File: config.mk
export PLATFORM = sky130hd
export DESIGN_NAME = store_buf
export DESIGN_NICKNAME = d
export VERILOG_FILES = /design/src/rtl/store_buf.sv
export SDC_FILE = /design/constraint.sdc
export NUM_CORES = 1
export LEC_CHECK = 0
export BUFFER_PORTS_ARGS = -buffer_cell sky130_fd_sc_hd__buf_2
export CORE_MARGIN = 3
export CORE_UTILIZATION = 59
export DETAILED_ROUTE_END_ITERATION = 7
export PLACE_DENSITY_LB_ADDON = 0.25
export SETUP_SLACK_MARGIN = 0.4
export SYNTH_ARGS = -nofsm -noshare
export SYNTH_HDL_FRONTEND = slang
export SYNTH_SLANG_ARGS = --single-unit
File: constraint.sdc
create_clock -name i_clk -period 4.6 [get_ports i_clk]
set_input_delay 0.69 -clock i_clk [delete_from_list [all_inputs] [get_ports i_clk]]
set_output_delay 0.69 -clock i_clk [all_outputs]
set_load 0.005 [all_outputs]
File: src/rtl/store_buf.sv
// Store buffer between the core and data memory.
// Stores enter a circular FIFO and drain to memory in program order. Loads
// get zero-latency forwarding from the youngest buffered store to the same
// word address, and otherwise see memory read data.
//
// Drain handshake: o_mem_we is the valid and i_mem_ready is the ready. The
// head entry retires on a rising edge where both are high. While o_mem_we is
// high, the head address and data stay stable until that edge.
module store_buf #(
  parameter int WIDTH = 12,
  parameter int DEPTH = 4
) (
  input  logic             i_clk,
  input  logic             i_rst_n,
  input  logic             i_we,
  input  logic [WIDTH-1:0] i_addr,
  input  logic [31:0]      i_data,
  output logic [31:0]      o_data,
  output logic             o_stall,
  output logic             o_empty,
  output logic             o_mem_we,
  output logic [WIDTH-1:0] o_mem_waddr,
  output logic [31:0]      o_mem_wdata,
  output logic [WIDTH-1:0] o_mem_raddr,
  input  logic [31:0]      i_mem_rdata,
  input  logic             i_mem_ready
);

  localparam int PW = (DEPTH > 1) ? $clog2(DEPTH) : 1;
  localparam int CW = PW + 1;

  logic [PW-1:0]    head_q;
  logic [PW-1:0]    tail_q;
  logic [CW-1:0]    count_q;
  logic [DEPTH-1:0] valid_q;
  logic [WIDTH-1:0] addr_q [DEPTH];
  logic [31:0]      data_q [DEPTH];

  logic             full;
  logic             drain;
  logic             accept;
  logic             fwd_hit;
  logic [31:0]      fwd_data;
  logic [PW-1:0]    idx;

  // A full buffer can still take a store in the cycle its head drains.
  always_comb begin
    full        = (count_q == CW'(DEPTH));
    o_mem_we    = (count_q != '0);
    drain       = o_mem_we && i_mem_ready;
    accept      = i_we && (!full || drain);
    o_stall     = i_we && full && !drain;
    o_empty     = (count_q == '0);
    o_mem_waddr = addr_q[head_q];
    o_mem_wdata = data_q[head_q];
    o_mem_raddr = i_addr;
  end

  // Walk from oldest to youngest so that the last match is the youngest.
  // The draining head is still valid here, so it forwards until the edge.
  always_comb begin
    fwd_hit  = 1'b0;
    fwd_data = '0;
    idx      = '0;
    for (int k = 0; k < DEPTH; k++) begin
      idx = head_q + PW'(k);
      if (valid_q[idx] && (addr_q[idx] == i_addr)) begin
        fwd_hit  = 1'b1;
        fwd_data = data_q[idx];
      end
    end
  end

  // Forward only to loads. The store presented this cycle is not yet in the buffer.
  always_comb begin
    o_data = i_mem_rdata;
    if (!i_we && fwd_hit) begin
      o_data = fwd_data;
    end
  end

  // Pointers, occupancy and valids. Reset discards everything at once.
  always_ff @(posedge i_clk or negedge i_rst_n) begin
    if (!i_rst_n) begin
      head_q  <= '0;
      tail_q  <= '0;
      count_q <= '0;
      valid_q <= '0;
    end else begin
      if (drain) begin
        valid_q[head_q] <= 1'b0;
        head_q          <= head_q + PW'(1);
      end
      // The accept assignment comes last so it wins when head and tail share a slot.
      if (accept) begin
        valid_q[tail_q] <= 1'b1;
        tail_q          <= tail_q + PW'(1);
      end
      case ({accept, drain})
        2'b10:   count_q <= count_q + CW'(1);
        2'b01:   count_q <= count_q - CW'(1);
        default: count_q <= count_q;
      endcase
    end
  end

  // Entry payload storage. The valid bits above give it meaning, so it needs no reset.
  always_ff @(posedge i_clk) begin
    if (accept) begin
      addr_q[tail_q] <= i_addr;
      data_q[tail_q] <= i_data;
    end
  end

endmodule

==> run metrics <==
Synth Warn # 0; Cell Count, Final, Fillers Out around 1400; Area Growth Syn to Fin 22.35%; die width between 100 and 150 um; Clock Latency Late Sink 0.43 ns; Port Buf Inserts between 150 and 200; Static Leakage 0.005445 uW; TritonCTS buffer count 17; Clock power frac 14.8%; DIE AREA approximately 22000 um^2; Worst Path Buf+Inv 8; DRC 0; CP Capture Type output port; cell family with most CP delay buffers and inverters; area leader, netlist edfxtp_1; crit start category flop; vias in the first global route about 9100; final setup vio count 0; Hold Path Class primary input to async pin; Synth cell types 44; Sw Share around two fifths; area of the multi-input gates roughly 6600 um^2; drt first pass iters 6; H-tree levels 4; sequential power share about 26%; CP most frequent cell buf_6; final core area utilization approximately 75%; Tcrit/Tclk final between 90% and 100%; EDFF count, synth approximately 180; path type of the worst setup path flop to output port; clock root buffer clkbuf_16; final-layout fill cell count 1200; synth top area cells edfxtp_1 43%, mux4_2 18%, mux2i_1 4.7%, nand2_1 3.3%, mux2_2 3.2%; Data required, critical path 3.91 ns; Seq. cell area approximately 5600 um^2; worst-path cell chain clkinvlp_4, ha_4, buf_6, buf_6, mux4_2, xnor2_2, nand4_1, nor4_4, buf_4, buf_12, o41ai_4, buf_6, clkbuf_16, o31ai_2, buf_2; Worst-path clk slew approximately 0.070 ns; Synth async-reset ratio between 5 and 6%; Achievable Freq roughly 220 MHz; Pwr Density about 650 nW/um^2; Slew @ Worst Pin 0.9053 ns; Clock Skew approximately 0.011 ns; outcome finished, final reports clean; drt wl/cell about 25 um; share of the synthesized area in the top cell type 43.28%; Slowest-stage cell, CP dfrtp_4; row count 51; register area share after synthesis between 40% and 50%; Mapped Area around 12000 um^2; GP Congestion roughly 0.85; FF-to-FF setup slack 2.14 ns; Synth Instances approximately 980; clock period minus worst slack approximately 4.6 ns; number of vias per cell between 6 and 7; initial antenna violation count 1; crit-path max cell delay roughly 0.44 ns; Max-cap violations 0; switching power 3840 uW; HPWL after DPL roughly 20000 um; setup total negative slack 0 ns; Final Hold Fails 0; mean area per synthesized cell between 10 and 15 um^2; initial core utilization approximately three fifths; core area ~20000 um^2; Rel. slew slack 39.65%; die height around 150 um; placed insts about 1300; number of DRC markers in iteration 0 roughly 1200; RSZ-0062 raised after global routing yes; Int Pwr 5886 uW; Gate power share roughly 59%; Total Wirelength between 30000 and 40000 um; # diodes 0; Critical Path AT between 3 and 4 ns; Routed Antenna Nets 0; clk sinks 187; Via Count 9711; Yosys reg bits 187; syn nets ~1100; CTS Buffer Depth 2; # IOs between 150 and 200; VDD IR max 348.6 uV; Synth Flop Type edfxtp_1; largest net degree at the start of global routing 106; fin nets around 1200; GRT Residual Overflow 0; CTS tree done; GRT Resource Usage Total slightly below 30%; layout cells sized above 1 43.13%; crit-path max FO 7; first-pass GRT wire length approximately 50000 um; Final Slew Violations 0
flip-flops by register name, indices dropped and copies added (netlist names):
| name | count |
|---|---|
| data_q | 128 |
| head_q | 2 |
| tail_q | 2 |
| valid_q | 4 |
| addr_q | 48 |
| count_q | 3 |
metrics by stage:
stage,worst slack (ns),power [uW],hold WS [ns],area (um^2)
after global routing,-0.05667,10160,0.1494,14940
after CTS,0.2591,9323,0.1277,14460
final,0.03118,9727,0.1348,14940
after detailed placement,0.2305,7430,0.4804,13220
after floorplan,0.4194,6277,0.3944,12220
after global placement,0.3121,7305,0.4762,13220
kinds of logic (layout without fill, tap and decap cells):
| kind of cell | after synthesis | in the layout | synth area share [%] |
|---|---|---|---|
| AOI/OAI and AO/OA | 189 | 189 | 9.960 |
| xor gates and xnor gates | 48 | 48 | 3.443 |
| adders and majority gates | 10 | 10 | 1.086 |
| buffers and inverters | 115 | 283 | 4.693 |
| DFF | 187 | 187 | 45.54 |
| muxes | 192 | 192 | 26.34 |
| and+or+nand+nor | 241 | 241 | 8.935 |
per-layer routing:
layer  up-vias  routed length, um  global-route usage, %  part of all wire [%]
met5         -                 13                      0                 0.037
met3       128               3913                  6.390                    11
li1       4133                  -                      -                     -
met2       701              17310                  47.08                    49
met1      4747              13010                  39.53                    37
met4         2               1287                  11.53                   3.6
cell type report:
cell class                      instances  share of cell area, %
Timing Repair Buffer                  240                  12.35
Clock buffer                           17                  2.848
Tap cell                              265                  2.219
Multi-Input combinational cell        680                  44.02
Clock inverter                         15                 0.9883
Inverter                               11                 0.3015
Sequential cell                       187                  37.27
worst reg2reg max path, delay by kind of cell (launching register included):
| family | cells | cell delay [ns] |
|---|---|---|
| buffers and inverters | 1 | 0.50 |
| AND/OR/NAND/NOR | 3 | 1.21 |
| flip-flops | 1 | 0.40 |
worst paths after layout:
path	start	endpoint	cells past startpoint
worst max-delay path	head_q[0]$_DFFE_PN0N_	o_data[31]	15
min in group i_clk	i_data[3]	data_q[2][3]$_DFFE_PP_	1
worst max register to register	count_q[2]$_DFFE_PN0P_	data_q[1][10]$_DFFE_PP_	4
max in group asynchronous	i_rst_n	head_q[0]$_DFFE_PN0N_	1
worst min register to register	count_q[2]$_DFFE_PN0P_	count_q[2]$_DFFE_PN0P_	1
worst min-delay path	i_rst_n	count_q[0]$_DFFE_PN0P_	1
power groups by stage:
stage | registers, uW | logic, uW | clock network (uW)
after CTS | 2510 | 5360 | 1450
after detailed placement | 2520 | 4910 | 0
final | 2520 | 5760 | 1440
after global placement | 2500 | 4810 | 0
after floorplan | 2450 | 3830 | 0
after global routing | 2550 | 6100 | 1510
cell usage after synthesis, drive strengths merged, types with 3 or more instances:
library cell and number:
edfxtp 176, nand2 107, mux4 100, nor2 70
a21oi 66, buf 61, mux2i 57, clkbuf 43
xnor2 40, nand4 39, o21ai 36, mux2 35
a211oi 33, o31ai 32, dfrtp 11, inv 11
ha 9, and2 8, xor2 8, a21o 5
nand3 5, a221oi 3, nand2b 3, nor4 3
o22ai 3, or4 3
what timing repair did:
item                                    CTS  global route
pin swaps                                22            23
gates resized for setup                  81            36
endpoints found under the setup margin   32            32
hold buffers                              0             0
gates cloned                              4             9
buffers inserted                         18             8
layout by cell type, fill, tap and decap left out, drive strengths merged, types with 3 or more instances in the layout:
cell type,count
o31ai,32
inv,12
or4,3
xor2,8
a21o,5
dfrtp,11
clkbuf,26
clkinv,10
nand2,107
a221oi,3
buf,230
and2,8
ha,9
nor2,70
a21oi,66
edfxtp,176
nand3,5
o21ai,36
o22ai,3
xnor2,40
nand2b,3
mux2,35
nand4,39
mux4,100
nor4,3
a211oi,33
mux2i,57
Power figures use the tool's default switching activity.
